[config.mk]
export PLATFORM = sky130hd
export DESIGN_NAME = spi_ram_arbiter_flat
export DESIGN_NICKNAME = d
export VERILOG_FILES = /design/src/rtl/spi_ram_arbiter_if.sv /design/src/rtl/spi_ram_arbiter.sv /design/src/flat_wrapper.sv
export SDC_FILE = /design/constraint.sdc
export NUM_CORES = 1
export LEC_CHECK = 0
export BUFFER_PORTS_ARGS = -buffer_cell sky130_fd_sc_hd__buf_2
export CAP_MARGIN = 30
export CORE_MARGIN = 2
export CORE_UTILIZATION = 35
export CTS_CLUSTER_SIZE = 40
export DETAILED_ROUTE_END_ITERATION = 7
export GPL_ROUTABILITY_DRIVEN = 0
export PLACE_DENSITY_LB_ADDON = 0.1
export SYNTH_ARGS = -nofsm -noshare
export SYNTH_HDL_FRONTEND = slang
export SYNTH_SLANG_ARGS = --single-unit
[constraint.sdc]
create_clock -name clk -period 4.1 [get_ports clk]
set_clock_uncertainty 0.1 [all_clocks]
set_input_delay 0.82 -clock clk [delete_from_list [all_inputs] [get_ports clk]]
set_output_delay 0.82 -clock clk [all_outputs]
set_load 0.05 [all_outputs]
[src/rtl/spi_ram_arbiter_if.sv]
// ----------------------------------------------------------------------------
// spi_ram_arbiter_if
// Requester-side bus of the SPI RAM arbiter. All requesters share one
// flattened bundle; requester i owns bit i of req/op/gnt/done and slice
// [i*ADDR_SIZE +: ADDR_SIZE] of addr/wdata.
//   req   : per-requester transaction request (level, held until gnt)
//   op    : per-requester operation, 0 = write, 1 = read
//   addr  : flattened addresses
//   wdata : flattened write data
//   gnt   : one-hot grant pulse, request fields latched in that cycle
//   done  : one-hot completion pulse to the transaction owner
//   rdata : read data, qualified by done
//   err   : read timeout flag, qualified by done
// Modports: master = requester side, slave = arbiter side.
// ----------------------------------------------------------------------------
interface spi_ram_arbiter_if #(
   parameter int NUM_REQ   = 2,
   parameter int ADDR_SIZE = 8
);
   logic [NUM_REQ-1:0]           req;
   logic [NUM_REQ-1:0]           op;
   logic [NUM_REQ*ADDR_SIZE-1:0] addr;
   logic [NUM_REQ*ADDR_SIZE-1:0] wdata;
   logic [NUM_REQ-1:0]           gnt;
   logic [NUM_REQ-1:0]           done;
   logic [ADDR_SIZE-1:0]         rdata;
   logic                         err;

   modport master (
      output req, op, addr, wdata,
      input  gnt, done, rdata, err
   );

   modport slave (
      input  req, op, addr, wdata,
      output gnt, done, rdata, err
   );
endinterface

[src/rtl/spi_ram_arbiter.sv]
// ----------------------------------------------------------------------------
// spi_ram_arbiter
// Round-robin arbiter and command sequencer sharing one SPI-side RAM among
// NUM_REQ requesters. Each granted transaction is expanded into a two-word
// RAM command sequence (00/01 for a write, 10/11 for a read); read data is
// captured and returned with a timeout error if the RAM never answers.
// Ports:
//   clk          : clock, rising edge
//   rst          : synchronous active-high reset
//   bus          : requester bus (slave modport of spi_ram_arbiter_if)
//   busy         : high in every state except IDLE
//   ram_din      : RAM command word {opcode[1:0], payload}
//   ram_rx_valid : RAM command strobe
//   ram_dout     : RAM read data
//   ram_tx_valid : RAM read-valid (may stay high from an earlier read)
// ----------------------------------------------------------------------------
module spi_ram_arbiter #(
   parameter int NUM_REQ   = 2,
   parameter int ADDR_SIZE = 8,
   parameter int TIMEOUT   = 4
) (
   input  logic                 clk,
   input  logic                 rst,
   spi_ram_arbiter_if.slave     bus,
   output logic                 busy,
   output logic [ADDR_SIZE+1:0] ram_din,
   output logic                 ram_rx_valid,
   input  logic [ADDR_SIZE-1:0] ram_dout,
   input  logic                 ram_tx_valid
);

   localparam int IW = $clog2(NUM_REQ);
   localparam int CW = (TIMEOUT > 1) ? $clog2(TIMEOUT) : 1;

   localparam logic [2:0] S_IDLE     = 3'd0;
   localparam logic [2:0] S_CMD_ADDR = 3'd1;
   localparam logic [2:0] S_CMD_DATA = 3'd2;
   localparam logic [2:0] S_WAIT     = 3'd3;
   localparam logic [2:0] S_RESP     = 3'd4;

   logic [2:0]           state;
   logic [IW-1:0]        last;
   logic [CW-1:0]        cnt;
   logic [IW-1:0]        owner;
   logic                 op_r;
   logic [ADDR_SIZE-1:0] addr_r;
   logic [ADDR_SIZE-1:0] wdata_r;
   logic [ADDR_SIZE-1:0] rdata_r;
   logic                 err_r;

   logic                 pick_vld;
   logic [IW-1:0]        pick_idx;
   logic [IW:0]          sum;
   logic [IW-1:0]        cand;
   logic                 sel_op;
   logic [ADDR_SIZE-1:0] sel_addr;
   logic [ADDR_SIZE-1:0] sel_wdata;
   logic                 grant;

   // Arbitration: scan upward from last+1 with wrap. The extra sum bit holds
   // last+k (at most 2*NUM_REQ-1) before the wrap subtraction.
   always_comb begin
      pick_vld = 1'b0;
      pick_idx = '0;
      sum      = '0;
      cand     = '0;
      for (int k = 1; k <= NUM_REQ; k++) begin
         sum = {1'b0, last} + (IW+1)'(k);
         if (sum >= (IW+1)'(NUM_REQ))
            sum = sum - (IW+1)'(NUM_REQ);
         cand = sum[IW-1:0];
         if (!pick_vld && bus.req[cand]) begin
            pick_vld = 1'b1;
            pick_idx = cand;
         end
      end
   end

   // Mux out the winner's request fields with constant slice positions.
   always_comb begin
      sel_op    = 1'b0;
      sel_addr  = '0;
      sel_wdata = '0;
      for (int i = 0; i < NUM_REQ; i++) begin
         if (IW'(i) == pick_idx) begin
            sel_op    = bus.op[i];
            sel_addr  = bus.addr[i*ADDR_SIZE +: ADDR_SIZE];
            sel_wdata = bus.wdata[i*ADDR_SIZE +: ADDR_SIZE];
         end
      end
   end

   // Reset gates the combinational pulses so they read as zero while rst is
   // high, even though IDLE already sees live requests.
   assign grant    = (state == S_IDLE) && pick_vld && !rst;
   assign bus.gnt  = grant ? (NUM_REQ'(1) << pick_idx) : '0;
   assign bus.done = ((state == S_RESP) && !rst) ? (NUM_REQ'(1) << owner) : '0;
   assign bus.rdata = rdata_r;
   assign bus.err   = err_r;
   assign busy      = (state != S_IDLE);

   // Command word is a pure function of state so it drops to zero on the
   // same edge that leaves CMD_DATA or applies reset.
   always_comb begin
      ram_rx_valid = 1'b0;
      ram_din      = '0;
      case (state)
         S_CMD_ADDR: begin
            ram_rx_valid = 1'b1;
            ram_din      = {op_r, 1'b0, addr_r};
         end
         S_CMD_DATA: begin
            ram_rx_valid = 1'b1;
            ram_din      = op_r ? {2'b11, {ADDR_SIZE{1'b0}}} : {2'b01, wdata_r};
         end
         default: ;
      endcase
   end

   // Grant boundary: request fields captured when the grant pulses.
   always_ff @(posedge clk) begin
      if (grant) begin
         owner   <= pick_idx;
         op_r    <= sel_op;
         addr_r  <= sel_addr;
         wdata_r <= sel_wdata;
      end
   end

   // Sequencer: IDLE -> CMD_ADDR -> CMD_DATA -> (WAIT) -> RESP -> IDLE.
   always_ff @(posedge clk) begin
      if (rst) begin
         state   <= S_IDLE;
         last    <= IW'(NUM_REQ-1);
         cnt     <= '0;
         rdata_r <= '0;
         err_r   <= 1'b0;
      end else begin
         case (state)
            S_IDLE: begin
               if (grant) begin
                  last  <= pick_idx;
                  state <= S_CMD_ADDR;
               end
            end
            S_CMD_ADDR: state <= S_CMD_DATA;
            S_CMD_DATA: begin
               if (op_r) begin
                  cnt   <= '0;
                  state <= S_WAIT;
               end else begin
                  rdata_r <= '0;
                  err_r   <= 1'b0;
                  state   <= S_RESP;
               end
            end
            S_WAIT: begin
               // The RAM refreshed dout on the edge ending CMD_DATA, so a
               // sticky tx_valid still qualifies fresh data here.
               if (ram_tx_valid) begin
                  rdata_r <= ram_dout;
                  err_r   <= 1'b0;
                  state   <= S_RESP;
               end else if (cnt == CW'(TIMEOUT-1)) begin
                  rdata_r <= '0;
                  err_r   <= 1'b1;
                  state   <= S_RESP;
               end else begin
                  cnt <= cnt + 1'b1;
               end
            end
            S_RESP:  state <= S_IDLE;
            default: state <= S_IDLE;
         endcase
      end
   end

endmodule

[src/flat_wrapper.sv]
// flat-port wrapper written by rule: the top's interface ports become plain ports
module spi_ram_arbiter_flat 
#(
   parameter int NUM_REQ   = 2,
   parameter int ADDR_SIZE = 8,
   parameter int TIMEOUT   = 4
)
  (clk, rst, busy, ram_din, ram_rx_valid, ram_dout, ram_tx_valid, bus_req, bus_op, bus_addr, bus_wdata, bus_gnt, bus_done, bus_rdata, bus_err);
  spi_ram_arbiter_if #(.NUM_REQ(NUM_REQ), .ADDR_SIZE(ADDR_SIZE)) bus_i ();
  input  logic clk;
  input  logic rst;
  output logic busy;
  output logic [ADDR_SIZE+1:0] ram_din;
  output logic ram_rx_valid;
  input  logic [ADDR_SIZE-1:0] ram_dout;
  input  logic ram_tx_valid;
  input wire logic [$bits(bus_i.req)-1:0] bus_req;
  input wire logic [$bits(bus_i.op)-1:0] bus_op;
  input wire logic [$bits(bus_i.addr)-1:0] bus_addr;
  input wire logic [$bits(bus_i.wdata)-1:0] bus_wdata;
  output wire logic [$bits(bus_i.gnt)-1:0] bus_gnt;
  output wire logic [$bits(bus_i.done)-1:0] bus_done;
  output wire logic [$bits(bus_i.rdata)-1:0] bus_rdata;
  output wire logic [$bits(bus_i.err)-1:0] bus_err;
  assign bus_i.req = bus_req;
  assign bus_i.op = bus_op;
  assign bus_i.addr = bus_addr;
  assign bus_i.wdata = bus_wdata;
  assign bus_gnt = bus_i.gnt;
  assign bus_done = bus_i.done;
  assign bus_rdata = bus_i.rdata;
  assign bus_err = bus_i.err;
  spi_ram_arbiter #(.NUM_REQ(NUM_REQ), .ADDR_SIZE(ADDR_SIZE), .TIMEOUT(TIMEOUT)) u_core (.clk(clk), .rst(rst), .bus(bus_i), .busy(busy), .ram_din(ram_din), .ram_rx_valid(ram_rx_valid), .ram_dout(ram_dout), .ram_tx_valid(ram_tx_valid));
endmodule
# == Word-level counts from Yosys, hierarchy flattened ==
# Cells that the tools add are included.
# totals
elab_cells,80
ff_bits,33
# op_classes
n_addsub,5
n_shift,2
reduce_logical,14
n_eq_ne,11
magnitude_cmp,4
muxes,35
# op_table
op,count
$mux W8,5
$pmux W10 S2,1
$pmux W8 S2,1
$mux W1,15
$mux W3,4
$pmux W3 S4,1
$mux W10,1
$mux W2,5
$eq A3 B2 Y1 const B,2
$ne A2 B2 Y1 const B,3
$ge A2 B2 Y1 const B,2
$logic_and A1 B1 Y1,4
$lt A1 B2 Y1 const B,2
$ne A2 B1 Y1 const B,2
$pmux W2 S2,1
$reduce_and A2 Y1,2
$reduce_and A4 Y1,1
$shl A1 B1 Y2 const A,2
$eq A3 B1 Y1 const B,1
$eq A3 B3 Y1 const B,1
$logic_not A3 Y1,1
$ne A3 B2 Y1 const B,1
$reduce_and A3 Y1,1
$reduce_bool A3 Y1,1
other kinds (9),11

# == Depth between registers and ports, before layout ==
# logic_depth
word_depth,13
mapped_depth,5
depth_no_buf,4

# == Least setup slack after synthesis ==
# OpenSTA, ideal clock, no wires.
# synth_timing
path_type,input to output
from,input port rst
to,output port bus_done[0]
arrival_ns,2.531
setup_slack_ns,0.649
cell_stages,2
t_required_ns,3.180
path_cell_list,buf_2 > nor4bb_1
# synth_between
elab_chain_cells,3
# synth_rtl
item,line,text
from (decl),flat_wrapper.sv:11,input logic rst;
$logic_not A1 Y1,spi_ram_arbiter.sv:97,assign bus.done = ((state == S_RESP) && !rst) ? (NUM_REQ'(1) << owner) : '0;
$logic_and A1 B1 Y1,spi_ram_arbiter.sv:97,
$mux W2,spi_ram_arbiter.sv:97,
to (decl),flat_wrapper.sv:22,output wire logic [$bits(bus_i.done)-1:0] bus_done;
# Every way passes these cells.

# == Final worst setup path ==
# layout_timing
from,register u_core.state[0]
to,output port ram_din[5]
# layout_between
elab_chain_cells,2
elab_cells_between_ends,3
cone_classes,eq/ne: 2; mux: 1
# layout_rtl
item,line,text
from (decl),spi_ram_arbiter.sv:41,logic [2:0] state;
from (signal assigned),spi_ram_arbiter.sv:133,state <= S_IDLE;
from (signal assigned),spi_ram_arbiter.sv:143,state <= S_CMD_ADDR;
from (signal assigned),spi_ram_arbiter.sv:146,S_CMD_ADDR: state <= S_CMD_DATA;
$eq A3 B2 Y1 / $eq A3 B1 Y1 (equally long branches),spi_ram_arbiter.sv:107,case (state)
$pmux W10 S2 *,spi_ram_arbiter.sv:107,
to (decl),flat_wrapper.sv:13,output logic [ADDR_SIZE+1:0] ram_din;
# Mark *: on every way between the ends. The rest lies on a longest branch, timed or not.

==> flow_metrics.py <==
metrics = {
    "sta": {
        "finalHoldViolCount": 0,
        "maxSlewViolCount": 0,
        "rsz0062_at_grt": "no",
        "worst_pin_slew_ns": 0.703,
        "final.min_clock_period_ns": 3.10,
        "setup_viol": 0,
        "finalCritPeriodShare": 0.755,
        "relSlewSlack": 0.531,
        "fmax_mhz": 323,
        "setup-tns-final_ns": 0,
    },
    "placement": {
        "place_area_sq_um": 1970,
        "io_buffers": 71,
        "dp.cells": 252,
        "dp_hpwl_mm": 2.58,
    },
    "critical_path": {
        "crit_path_max_fanout": 22,
        "startpoint_type": "flip-flop",
        "crit_required_ns": 3.18,
        "path_class": "flip-flop to output pin",
        "worstReg2RegStart": "u_core.state[0]",
        "critPathLaunch": "u_core.state[0]",
        "cp.arrival_ns": 2.18,
        "end_kind": "output pin",
    },
    "pwr": {
        "power_mw": 0.964,
        "p_seq_frac": 0.437,
        "sw_frac_of_total": 0.371,
        "p_comb_frac": 0.322,
        "clock_power_share": 0.242,
        "p_leak_nw": 0.911,
        "p_int_mw": 0.606,
        "switching_power_mw": 0.357,
        "ir_drop_mv": 0.200,
        "p_per_area_nw_per_um2": 470,
    },
    "route": {
        "drcViolationCount": 0,
        "vias_per_cell": 4.92,
        "initialDrtViolationCount": 38,
        "vias": 1278,
        "wl_mm": 3.53,
        "wire_per_inst_microns": 13.6,
        "dr.pass1.iters": 4,
        "ant_nets": 0,
    },
    "grt": {
        "grt_start_max_net_pins": 23,
        "use_met2": 0.243,
        "grt_pass1_vias": 1305,
        "grt_remaining_overflow": 0,
        "use_met3": 0.0520,
        "grt_pass1_wl_mm": 5.81,
        "busiest_layer": "met2",
        "grtUsageMet1": 0.174,
        "antenna_found_initial": 0,
        "grt.total_usage": 0.145,
    },
    "yosys": {
        "ys_seq_area_frac": 0.532,
        "ys_ff_latch": 33,
        "ys.flop_type": "edfxtp_1",
        "syn_area_sq_um": 1580,
        "ys_types": 35,
        "syn_nets": 186,
        "synth_cells": 138,
        "ys_warn_count": 0,
        "synthArstFlopShare": 0,
        "synth_enable_flop_cells": 18,
        "syn_area_per_cell_sq_um": 11.5,
    },
    "outcome": {
        "status": "complete, no violations",
    },
    "clocking": {
        "cts_root_buf": "clkbuf_8",
        "h-tree-depth": 2,
        "cts_resized": 0,
        "insertion_delay_ns": 0.28,
        "post_cts_buffers": 0,
        "cts.clk_slew.worst_paths_ns": 0.07,
        "clock_sinks": 33,
        "cts_tree": "done",
        "holdBufCountCts": 0,
        "cts_buffers": 5,
        "cts_buffer_depth": 2,
    },
    "hold_path": {
        "hp-class": "flip-flop to flip-flop",
        "holdCritStartpoint": "u_core.bus.rdata[7]",
    },
    "finish": {
        "finalNonFillerCells": 260,
        "multi_input_area_sq_um": 684,
        "seq_area_sq_um": 841,
        "antenna_cells": 0,
        "n_fill_cell": 413,
        "fin_util": 0.471,
        "nets": 255,
        "drive_gt1_frac": 0.476,
        "final_cell_area_sq_um": 2050,
        "area_growth_pct": 29.7,
    },
    "floorplanning": {
        "coreArea_sq_um": 4350,
        "num_rows": 24,
        "die_w_microns": 71.2,
        "start_util": 0.363,
        "top_level_ports": 72,
        "die_area_sq_um": 5070,
        "die_h_microns": 71.2,
    },
    "job": {
        "max_cap_violations": 0,
    },
}
[cells in the mapped netlist, drive strengths merged (2+ instances only)]
cell	count	area (sq um)
edfxtp	18	541
mux2	17	191
dfxtp	15	300
a21oi	9	45.0
nor2	9	33.8
a22o	8	70.1
nand2	8	30.0
nand3b	8	60.1
buf	6	30.0
clkbuf	4	15.0
inv	4	15.0
a31oi	3	33.8
nor2b	3	18.8
o21ai	3	15.0
a21o	2	15.0
and3	2	12.5
nand2b	2	12.5
o211ai	2	15.0
[power by group through the flow]
| stage | Clock [mW] | Sequential [mW] | Combinational (mW) |
|---|---|---|---|
| after floorplan | 0 | 0.418 | 0.243 |
| after CTS | 0.242 | 0.421 | 0.315 |
| after global placement | 0 | 0.427 | 0.310 |
| after global routing | 0.258 | 0.426 | 0.333 |
| after detailed placement | 0 | 0.428 | 0.314 |
| final | 0.233 | 0.421 | 0.310 |
[worst max-delay path, stage by stage (launching register included)]
cell	delay [ns]
dfxtp_1	0.74
nor2b_1	0.59
nand2_1	0.12
a21oi_1	0.17
buf_2	0.29
[per-stage QoR]
step           setup slack (ns)  hold WS [ns]
6_report                   1.00         0.367
5_1_grt                   0.802         0.402
4_1_cts                   0.945         0.374
3_5_place_dp               1.26         0.355
3_3_place_gp               1.36         0.350
2_1_floorplan             0.649         0.375
[per-layer routing]
metal,up-vias,share of wire
li1,647,-
met1,586,0.43
met2,43,0.50
met3,2,0.070
met4,0,0.0048
met5,-,0
[state kept, by name, summed over array words and instances (netlist names), 2 cells and up]
signal	flops
u_core.addr_r	8
u_core.bus.rdata	8
u_core.wdata_r	8
u_core.state	3
u_core.cnt	2
[path summary, 6_finish.rpt]
kind / cells past startpoint / end / slack, ns
setup / recovery: 4 / ram_din[5] / 1.00
hold / removal: 1 / u_core.bus.rdata[7] / 0.37
setup reg to reg: 3 / u_core.addr_r[3] / 2.13
hold reg to reg: 1 / u_core.bus.rdata[7] / 0.37
[cells by family (layout without fill, tap and decap cells)]
family                     after synthesis  in the layout  share of synthesized area
and+or+nand+nor                         41             41                      0.152
DFF                                     33             33                      0.532
AOI/OAI and AO/OA                       31             31                      0.144
muxes                                   17             17                      0.121
buffers and inverters                   14             84                     0.0380
adders and majority gates                1              1                    0.00791
xor gates and xnor gates                 1              1                    0.00554
[final cells by class]
class	count	share of cell area
clock inverter	2	0.00488
multi-input combinational	91	0.334
sequential	33	0.410
clock buffer	6	0.0354
inverter	4	0.00732
tap	52	0.0317
timing repair buffer	72	0.177
[cells in the final DEF, fill, tap and decap left out, types with 3 or more instances in the layout]
master	Yosys	final
a21oi_1	9	9
a22o_1	8	8
buf_2	6	71
clkbuf_8	0	5
dfxtp_1	15	15
edfxtp_1	18	18
inv_1	4	4
mux2_2	17	17
nand2_1	8	8
nand3b_1	8	8
nor2_1	9	9
nor2b_1	3	3
No activity file was read; power rests on OpenSTA's default activity.
